===== src/rtl/pipe_hazard_ctrl.sv =====
// pipe_hazard_ctrl
// Central stall/flush sequencer for the 5-stage RISC-V pipeline. It resolves
// load-use hazards, EX-stage mispredictions and multi-cycle memory accesses
// guarded by a timeout watchdog. It also keeps saturating stall and flush
// performance counters.
// Enable/flush/bubble outputs are combinational from the state and the
// current inputs. State, halt flag and counters are registered.
// WAIT_MAX legal range is 1..255.

module pipe_hazard_ctrl #(
  parameter int CNT_W    = 32,
  parameter int WAIT_MAX = 16
) (
  input  logic             i_clk,
  input  logic             i_reset,
  input  logic [4:0]       i_id_rs1_addr,
  input  logic [4:0]       i_id_rs2_addr,
  input  logic             i_id_rs1_used,
  input  logic             i_id_rs2_used,
  input  logic [4:0]       i_ex_rd_addr,
  input  logic             i_ex_rd_wren,
  input  logic             i_ex_is_load,
  input  logic             i_ex_mispred,
  input  logic             i_mem_req,
  input  logic             i_mem_ack,
  output logic             o_pc_en,
  output logic             o_ifid_en,
  output logic             o_idex_en,
  output logic             o_exmem_en,
  output logic             o_ifid_flush,
  output logic             o_idex_flush,
  output logic             o_memwb_bubble,
  output logic             o_halt,
  output logic [CNT_W-1:0] o_stall_cnt,
  output logic [CNT_W-1:0] o_flush_cnt,
  output logic [1:0]       o_state
);

  localparam logic [1:0] ST_RUN  = 2'd0;
  localparam logic [1:0] ST_WAIT = 2'd1;
  localparam logic [1:0] ST_HALT = 2'd2;

  // Last wait-counter value tolerated before the watchdog fires: a WAIT cycle
  // without ack that starts at this value is the WAIT_MAX-th such cycle.
  localparam logic [7:0]       WAIT_LAST = 8'(WAIT_MAX - 1);
  localparam logic [7:0]       WAIT_SAT  = 8'hFF;
  localparam logic [CNT_W-1:0] CNT_ONE   = CNT_W'(1);
  localparam logic [CNT_W-1:0] CNT_MAX   = {CNT_W{1'b1}};

  logic [1:0]       state_r;
  logic [1:0]       state_nxt_s;
  logic [7:0]       wait_cnt_r;
  logic             halt_r;
  logic [CNT_W-1:0] stall_cnt_r;
  logic [CNT_W-1:0] flush_cnt_r;

  logic             rs1_hit_s;
  logic             rs2_hit_s;
  logic             lu_s;
  logic             mb_s;

  logic             pc_en_s;
  logic             ifid_en_s;
  logic             idex_en_s;
  logic             exmem_en_s;
  logic             ifid_flush_s;
  logic             idex_flush_s;
  logic             memwb_bubble_s;
  logic             flush_evt_s;
  logic             stall_evt_s;

  // Hazard conditions: load-use against the EX load, and a memory access still in flight.
  always_comb begin
    rs1_hit_s = i_id_rs1_used & (i_id_rs1_addr == i_ex_rd_addr);
    rs2_hit_s = i_id_rs2_used & (i_id_rs2_addr == i_ex_rd_addr);
    lu_s      = i_ex_is_load & i_ex_rd_wren & (i_ex_rd_addr != 5'd0) & (rs1_hit_s | rs2_hit_s);
    mb_s      = i_mem_req & ~i_mem_ack;
  end

  // State register: RUN / WAIT / HALT.
  always_ff @(posedge i_clk or negedge i_reset) begin
    if (!i_reset) begin
      state_r <= ST_RUN;
    end else begin
      state_r <= state_nxt_s;
    end
  end

  // Next-state logic. An unreachable encoding falls into HALT so the core freezes.
  always_comb begin
    state_nxt_s = state_r;
    case (state_r)
      ST_RUN: begin
        if (mb_s) begin
          state_nxt_s = ST_WAIT;
        end else begin
          state_nxt_s = ST_RUN;
        end
      end
      ST_WAIT: begin
        if (i_mem_ack) begin
          state_nxt_s = ST_RUN;
        end else if (wait_cnt_r >= WAIT_LAST) begin
          state_nxt_s = ST_HALT;
        end else begin
          state_nxt_s = ST_WAIT;
        end
      end
      ST_HALT: begin
        state_nxt_s = ST_HALT;
      end
      default: begin
        state_nxt_s = ST_HALT;
      end
    endcase
  end

  // Output decode. A freeze (HALT or busy memory) beats a mispredict, which beats load-use.
  always_comb begin
    pc_en_s        = 1'b1;
    ifid_en_s      = 1'b1;
    idex_en_s      = 1'b1;
    exmem_en_s     = 1'b1;
    ifid_flush_s   = 1'b0;
    idex_flush_s   = 1'b0;
    memwb_bubble_s = 1'b0;
    flush_evt_s    = 1'b0;
    case (state_r)
      ST_RUN, ST_WAIT: begin
        if (mb_s) begin
          // EX is frozen and keeps its inputs, so mispredict/lu are acted on later.
          pc_en_s        = 1'b0;
          ifid_en_s      = 1'b0;
          idex_en_s      = 1'b0;
          exmem_en_s     = 1'b0;
          memwb_bubble_s = 1'b1;
        end else if (i_ex_mispred) begin
          ifid_flush_s   = 1'b1;
          idex_flush_s   = 1'b1;
          flush_evt_s    = 1'b1;
        end else if (lu_s) begin
          // Hold PC and IF/ID one cycle and send a bubble into EX.
          pc_en_s        = 1'b0;
          ifid_en_s      = 1'b0;
          idex_flush_s   = 1'b1;
        end else begin
          pc_en_s        = 1'b1;
        end
      end
      default: begin
        pc_en_s        = 1'b0;
        ifid_en_s      = 1'b0;
        idex_en_s      = 1'b0;
        exmem_en_s     = 1'b0;
        memwb_bubble_s = 1'b1;
      end
    endcase
  end

  // Stall cycles are counted only while the core is still alive.
  assign stall_evt_s = ~pc_en_s & (state_r != ST_HALT);

  // Wait counter: cleared on entry to WAIT and advanced on each un-acked WAIT cycle.
  always_ff @(posedge i_clk or negedge i_reset) begin
    if (!i_reset) begin
      wait_cnt_r <= 8'd0;
    end else if ((state_r == ST_RUN) && (state_nxt_s == ST_WAIT)) begin
      wait_cnt_r <= 8'd0;
    end else if ((state_r == ST_WAIT) && !i_mem_ack && (wait_cnt_r != WAIT_SAT)) begin
      wait_cnt_r <= wait_cnt_r + 8'd1;
    end else begin
      wait_cnt_r <= wait_cnt_r;
    end
  end

  // Halt flag: set together with the entry into HALT, held until reset.
  always_ff @(posedge i_clk or negedge i_reset) begin
    if (!i_reset) begin
      halt_r <= 1'b0;
    end else begin
      halt_r <= (state_nxt_s == ST_HALT);
    end
  end

  // Saturating stall-cycle counter.
  always_ff @(posedge i_clk or negedge i_reset) begin
    if (!i_reset) begin
      stall_cnt_r <= '0;
    end else if (stall_evt_s && (stall_cnt_r != CNT_MAX)) begin
      stall_cnt_r <= stall_cnt_r + CNT_ONE;
    end else begin
      stall_cnt_r <= stall_cnt_r;
    end
  end

  // Saturating mispredict-flush counter.
  always_ff @(posedge i_clk or negedge i_reset) begin
    if (!i_reset) begin
      flush_cnt_r <= '0;
    end else if (flush_evt_s && (flush_cnt_r != CNT_MAX)) begin
      flush_cnt_r <= flush_cnt_r + CNT_ONE;
    end else begin
      flush_cnt_r <= flush_cnt_r;
    end
  end

  assign o_pc_en        = pc_en_s;
  assign o_ifid_en      = ifid_en_s;
  assign o_idex_en      = idex_en_s;
  assign o_exmem_en     = exmem_en_s;
  assign o_ifid_flush   = ifid_flush_s;
  assign o_idex_flush   = idex_flush_s;
  assign o_memwb_bubble = memwb_bubble_s;
  assign o_halt         = halt_r;
  assign o_stall_cnt    = stall_cnt_r;
  assign o_flush_cnt    = flush_cnt_r;
  assign o_state        = state_r;

endmodule


===== config.mk =====
export PLATFORM = sky130hd
export DESIGN_NAME = pipe_hazard_ctrl
export DESIGN_NICKNAME = d
export VERILOG_FILES = /design/src/rtl/pipe_hazard_ctrl.sv
export SDC_FILE = /design/constraint.sdc
export NUM_CORES = 1
export LEC_CHECK = 0
export CAP_MARGIN = 20
export CORE_MARGIN = 4
export CORE_UTILIZATION = 40
export DETAILED_ROUTE_END_ITERATION = 8
export GPL_TIMING_DRIVEN = 0
export PLACE_DENSITY_LB_ADDON = 0.12
export SLEW_MARGIN = 20
export SYNTH_ARGS = -nofsm -noshare
export SYNTH_HDL_FRONTEND = slang
export SYNTH_SLANG_ARGS = --single-unit

===== constraint.sdc =====
create_clock -name i_clk -period 3.09 [get_ports i_clk]
set_input_delay 0.927 -clock i_clk [delete_from_list [all_inputs] [get_ports i_clk]]
set_output_delay 0.927 -clock i_clk [all_outputs]
set_load 0.05 [all_outputs]

==> summary.txt, run 1 <==
GRT
  • Total track usage: 0.1694
  • Global-route wire length before repair: 15,180 microns
  • Grt ovf: 0
  • Met1 global-route usage: 0.2225
  • M3 GR Usage: 0.04932
  • Met2 usage: 0.2685
  • Vias in the first global route: 3,091
  • Initial antenna violation count: 0
  • Largest net degree at the start of global routing: 39
  • Most Crowded Layer GR: met2

Detailed routing
  • Initial DRC count: 117
  • Via count: 3,047
  • DRC: 0
  • Final antenna-violating net count: 0
  • WL final: 8838 microns
  • WL/cell: 14.66 microns
  • TritonRoute pass-1 iters: 5
  • DR vias/cell: 5.053

STA
  • F_max: 0.3024 GHz
  • Clk_skew: 0.01369 ns
  • Max-slew violations: 0
  • Tcrit/Tclk final: 1.070
  • Final worst setup slack: -0.2174 ns
  • RSZ-0062 raised after global routing: yes
  • Final hold viol count: 0
  • Actual slew at the worst max-slew pin: 0.9683 ns
  • Relative slew slack: 0.3495
  • # setup viols final: 16
  • Final min period: 3.307 ns

Cells and area
  • Fin cells: 603
  • Area Growth Syn to Fin: 41.40%
  • Fillers: 774
  • Most common cell after layout, fill and taps aside: dfrtp_1
  • Ant. Diodes: 0
  • Share of layout cells above drive strength 1: 0.1596
  • Nets: 517
  • Most frequent cells in the layout: dfrtp_1, clkdlybuf4s50_1, xnor2_1, xor2_1, nand2_1

Synth
  • Post-Syn Area per Cell: 10.37 sq um
  • Synthesized cell area: 3732 sq um
  • Post-synthesis sequential area ratio: 0.5028
  • Mapped Nets: 387
  • Number of synthesized flops with an enable pin: 0
  • Synth cell types: 42
  • Async set-reset flop share out of synthesis: 1.000
  • Synth Instances: 360
  • Yosys warnings: 0
  • Yosys reg bits: 75
  • Ys flop type: dfrtp_1

Die
  • # IOs: 98
  • Die Y: 104.6 microns
  • Die area: 10,940 sq um
  • Core area: 8891 sq um
  • Initial core utilization: 0.4198
  • Rows: 34
  • Chip width: 104.6 microns

Power and ir drop
  • PD cells: 500.6 nW/um^2
  • Leak: 2.366 nW
  • VDD IR-drop max: 0.3042 mV
  • Pwr Total: 2.642 mW

Clock network
  • Skew-Pair Late Insertion Delay: 0.35 ns
  • Root Buffer: clkbuf_8
  • # clock sinks: 75
  • Reg clk slew, reported paths: 0.08 ns
  • TritonCTS clock tree: yes
  • Num CTS Buffers: 9
  • Max Buffers Root-to-Sink: 2
  • H-tree depth: 3

Critical path
  • CP arrival: 2.38 ns
  • Setup crit end kind: output port
  • Critical Path RT: 2.16 ns
  • CP Launch Type: input pin
  • Worst Path Max Fanout: 2
  • WS Path Type: in2out

Status
  • Outcome: finished, violations left
  • Failing checks: negative setup slack

Worst hold path
  • Worst hold path type: reg2reg

Placed design
  • Dpl hpwl: 6453 microns
  • Port Buf Inserts: 97
  • Placer's final routability congestion estimate: 0.7724
  • Cells after DPL: 566

Run
  • Max-capacitance violation count: 0
==> Yosys cell counts, drive strengths merged (2+ instances only) <==
library cell | count | area, sq um
nor4 | 7 | 71.31
and4 | 7 | 61.31
nand4 | 23 | 143.9
or3 | 2 | 17.52
xor2 | 35 | 306.5
and3 | 12 | 75.07
nand2b | 5 | 31.28
dfrtp | 75 | 1877
ha | 3 | 37.54
xnor2 | 42 | 367.9
buf | 5 | 32.53
inv | 12 | 45.04
and2 | 2 | 12.51
nor2 | 31 | 116.4
a31o | 2 | 17.52
o21ai | 3 | 15.01
a21oi | 6 | 33.78
nand2 | 31 | 116.4
or4 | 3 | 26.27
nor3 | 18 | 100.1
nand3 | 24 | 130.1
==> worst paths after layout <==
check / startpoint / to / depth (start not counted) / slack (ns)
max in group asynchronous: i_reset / o_stall_cnt[8]$_DFFE_PN0P_ / 2 / 1.97
min reg2reg: o_flush_cnt[22]$_DFFE_PN0P_ / o_flush_cnt[22]$_DFFE_PN0P_ / 1 / 0.48
min: o_flush_cnt[22]$_DFFE_PN0P_ / o_flush_cnt[22]$_DFFE_PN0P_ / 1 / 0.48
min in group asynchronous: i_reset / o_flush_cnt[6]$_DFFE_PN0P_ / 1 / 0.55
max: i_ex_rd_addr[3] / o_pc_en / 8 / -0.22
max reg2reg: o_flush_cnt[0]$_DFFE_PN0P_ / o_flush_cnt[8]$_DFFE_PN0P_ / 9 / 0.88
==> state kept, by name, indices dropped and copies added, names as in the netlist <==
register / flops
o_flush_cnt: 32
o_stall_cnt: 32
wait_cnt_r: 8
o_state: 2
o_halt: 1
==> critical path: stages <==
cell and delay (ns):
buf_8 0.10, or4_4 0.53, o211ai_1 0.23, nand2b_4 0.19, nor2_4 0.04, nor2_4 0.12, buf_6 0.11, buf_8 0.13
==> kinds of logic (layout without fill, tap and decap cells) <==
logic type	count (synthesis)	after routing	share of synthesized area
muxes	1	1	0.003017
xor gates and xnor gates	77	77	0.1807
and+or+nand+nor	170	170	0.2534
DFF	75	75	0.5028
AOI/OAI and AO/OA	16	16	0.02816
adders and majority gates	3	3	0.01006
buffers and inverters	18	153	0.02179
==> power by group <==
group	leakage [nW]	switching, mW	internal (mW)
Sequential	0.991	0.104	1.07
Combinational	1.28	0.452	0.275
Clock	0.0966	0.369	0.375
==> through the flow <==
stage	hold slack, ns	setup slack, ns	util	area [sq um]	TNS [ns]
final	0.4832	-0.2174	0.5936	5278	-2.081
after CTS	0.4907	-0.1728	0.5873	5221	-0.7755
after global routing	0.5207	-0.2917	0.5936	5278	-4.561
after floorplan	0.5256	-0.2284	-	3775	-0.4267
after global placement	0.4773	-1.631	0.5490	4881	-128.25
after detailed placement	0.4798	-1.292	0.5509	4898	-7.252
==> per-layer routing <==
layer,share of wire,up-vias
met3,0.066,9
met2,0.47,83
met4,0.011,0
met5,0,-
met1,0.45,1444
li1,-,1511
==> layout make-up <==
type,instances,area (sq um),area share
Clock inverter,6,65.06,0.01233
Inverter,12,61.31,0.01162
Timing Repair Buffer,119,1129,0.2138
Clock buffer,10,127.6,0.02418
Buffer,6,40.04,0.007587
Multi-Input combinational cell,267,1843,0.3492
Tap cell,108,135.1,0.02560
Sequential cell,75,1877,0.3556
==> timing repair <==
| action | in CTS | in global routing |
|---|---|---|
| resized for setup | 70 | 7 |
| setup endpoints to repair | 7 | 33 |
| hold buffers | 0 | 0 |
| pin swaps | 20 | 8 |
| setup buffers | 16 | 5 |
No activity file was read; power rests on OpenSTA's default activity.
==> run 2, diff against run 1 <==
--- a/config.mk
+++ b/config.mk
@@ -9,6 +9,7 @@
 export CORE_MARGIN = 4
 export CORE_UTILIZATION = 40
 export DETAILED_ROUTE_END_ITERATION = 8
+export GPL_ROUTABILITY_DRIVEN = 0
 export GPL_TIMING_DRIVEN = 0
 export PLACE_DENSITY_LB_ADDON = 0.12
 export SLEW_MARGIN = 20
==> results of run 2 <==
No change in the layout: final DEF, timing and power equal those of run 1.
==> run 3, diff against run 2 <==
--- a/config.mk
+++ b/config.mk
@@ -11,6 +11,7 @@
 export DETAILED_ROUTE_END_ITERATION = 8
 export GPL_ROUTABILITY_DRIVEN = 0
 export GPL_TIMING_DRIVEN = 0
+export MAX_ROUTING_LAYER = met4
 export PLACE_DENSITY_LB_ADDON = 0.12
 export SLEW_MARGIN = 20
 export SYNTH_ARGS = -nofsm -noshare
==> run 3 against run 2 <==
The flow still finishes with violations (negative setup slack). First-iteration DRC count increased by 4.3%. Via count about the same. Routed wire length increased by 0.26%. Flip-flop and latch count unchanged. Clock skew decreased by 0.00053 ns. Die area unchanged. Register-to-register slack about the same. Worst setup slack improved by 0.00059 ns. Power about the same. Clock power about the same. Cell count unchanged. Largest cell class unchanged.
==> summary.txt, run 3 (synthesized netlist as in run 1, its figures left out) <==
Status
  • Outcome: finished, violations left
  • Failing checks: negative setup slack

Detailed routing
  • Final antenna-violating net count: 0 (unchanged)
  • Via count: 3,048 (+0.033%)
  • Initial DRC count: 122 (+4.3%)
  • TritonRoute pass-1 iters: 5 (unchanged)
  • WL/cell: 14.69 microns (+0.26%)
  • DRC: 0 (unchanged)
  • DR vias/cell: 5.055 (about the same)
  • WL final: 8861 microns (+0.26%)

GRT
  • Vias in the first global route: 3,089 (-0.065%)
  • Grt ovf: 0 (unchanged)
  • Total track usage: 0.1749 (+0.005412)
  • Largest net degree at the start of global routing: 39 (unchanged)
  • Global-route wire length before repair: 15,200 microns (+0.13%)
  • Initial antenna violation count: 0 (unchanged)

Die
  • Chip width: 104.6 microns (unchanged)
  • Die Y: 104.6 microns (unchanged)
  • Die area: 10,940 sq um (unchanged)
  • # IOs: 98 (unchanged)
  • Core area: 8891 sq um (unchanged)
  • Initial core utilization: 0.4198 (unchanged)
  • Rows: 34 (unchanged)

Cells and area
  • Most common cell after layout, fill and taps aside: dfrtp_1
  • Multi-input gate area: 1843 sq um (unchanged)
  • Fillers: 774 (unchanged)
  • Ant. Diodes: 0 (unchanged)
  • Most frequent cells in the layout: dfrtp_1, clkdlybuf4s50_1, xnor2_1, xor2_1, nand2_1
  • Final instance area: 5278 sq um (unchanged)
  • Share of layout cells above drive strength 1: 0.1596 (unchanged)
  • Nets: 517 (unchanged)
  • Area Growth Syn to Fin: 41.40% (unchanged)
  • FF+latch area: 1877 sq um (unchanged)

Placed design
  • Dpl ws: -1.292 ns (unchanged)
  • Area post-placement: 4898 sq um (unchanged)
  • Port Buf Inserts: 97 (unchanged)
  • Dpl hpwl: 6453 microns (unchanged)

Critical path
  • WS Path Type: in2out
  • Worst Path Max Fanout: 2 (unchanged)
  • Critical Path RT: 2.16 ns (about the same)
  • Slowest cell on crit path: or4_4
  • CP max stage delay: 0.53 ns (about the same)
  • FF-to-FF path depth: 9 (unchanged)
  • Flop-to-flop setup slack: 0.89 ns (about the same)
  • R2R Path End: o_flush_cnt[8]$_DFFE_PN0P_
  • Crit-path cells: buf_8, or4_4, o211ai_1, nand2b_4, nor2_4, nor2_4, buf_6, buf_8
  • CP arrival: 2.38 ns (about the same)
  • Crit path buffers/inverters: 3 (unchanged)
  • Worst reg2reg path startpoint: o_flush_cnt[0]$_DFFE_PN0P_
  • Crit path max-delay family: simple AND/OR/NAND/NOR gates
  • Setup crit end kind: output port
  • Cell count along the critical path: 8 (unchanged)
  • CP Launch Type: input pin

Power and ir drop
  • Leak: 2.366 nW (unchanged)
  • VDD IR-drop max: 0.3042 mV (about the same)
  • PD cells: 500.8 nW/um^2 (about the same)
  • Pwr Total: 2.643 mW (about the same)

Worst hold path
  • Worst hold path type: reg2reg
  • WHS Path Cells: 1 (unchanged)
  • Hold_sp: o_flush_cnt[22]$_DFFE_PN0P_
  • Hold endpoint: o_flush_cnt[22]$_DFFE_PN0P_

STA
  • Final min period: 3.307 ns (-0.0005900 ns)
  • F_max: 0.3024 GHz (about the same)
  • Final hold viol count: 0 (unchanged)
  • RSZ-0062 raised after global routing: yes
  • Worst hold slack: 0.4832 ns (-0.00001300 ns)
  • Relative slew slack: 0.3514 (+0.001899)
  • Actual slew at the worst max-slew pin: 0.9655 ns (-0.002827 ns)
  • Final worst setup slack: -0.2168 ns (+0.0005900 ns)
  • Max-slew violations: 0 (unchanged)
  • Tcrit/Tclk final: 1.070 (about the same)
  • Fin Setup TNS: -2.068 ns (+0.01369 ns)
  • Clk_skew: 0.01317 ns (-0.0005260 ns)
  • # setup viols final: 16 (unchanged)

Clock network
  • Count of hold-fix buffers inserted at cts: 0 (unchanged)
  • H-tree depth: 3 (unchanged)
  • Skew-Pair Late Insertion Delay: 0.35 ns (about the same)
  • Max Buffers Root-to-Sink: 2 (unchanged)
  • Root Buffer: clkbuf_8
  • TritonCTS clock tree: yes
  • Num CTS Buffers: 9 (unchanged)
  • Reg clk slew, reported paths: 0.08 ns (about the same)
  • # clock sinks: 75 (unchanged)

Run
  • Max-capacitance violation count: 0 (unchanged)
## run 3: cell counts in the layout (fill, tap and decap cells not counted)
Identical to the previous run, type by type.
## run 3: routing by layer
metal  vias to the layer above  part of all wire  track usage
li1                       1511                 -            -
met1                      1445              0.46       0.2264
met2                        83              0.47       0.2685
met3                         9             0.059      0.04439
met4                         0             0.010      0.06092
met5                         -                 0            -
## run 3: how the worst max path moves through the flow
stage                               start                           to  slack (ns)
after floorplan                 i_mem_ack                      o_pc_en       -0.23
final                     i_ex_rd_addr[3]                      o_pc_en       -0.22
after global placement            i_reset  o_stall_cnt[28]$_DFFE_PN0P_       -1.63
after detailed placement  i_ex_rd_addr[0]                      o_pc_en       -1.29
after CTS                 i_ex_rd_addr[3]                      o_pc_en       -0.17
after global routing      i_ex_rd_addr[3]                      o_pc_en       -0.29
## run 3: layout make-up
cell class / instances / area share
Buffer: 6 / 0.007587
Clock buffer: 10 / 0.02418
Clock inverter: 6 / 0.01233
Inverter: 12 / 0.01162
Multi-Input combinational cell: 267 / 0.3492
Sequential cell: 75 / 0.3556
Tap cell: 108 / 0.02560
Timing Repair Buffer: 119 / 0.2138
## run 3: through the flow
stage,cells,utilization
after floorplan,360,-
after global placement,565,0.5490
after detailed placement,566,0.5509
after CTS,598,0.5873
after global routing,603,0.5936
final,603,0.5936
## run 3: repair_timing
item                       CTS  global route
buffers inserted            16             5
setup endpoints to repair    7            33
gates cloned                 0             0
gates resized for setup     70             7
pin swaps                   20             8
## run 3: power breakdown
part           leakage (nW)  internal [mW]  switching (mW)
Combinational          1.28          0.275           0.452
Clock                0.0966          0.375           0.369
Sequential            0.991           1.07           0.104
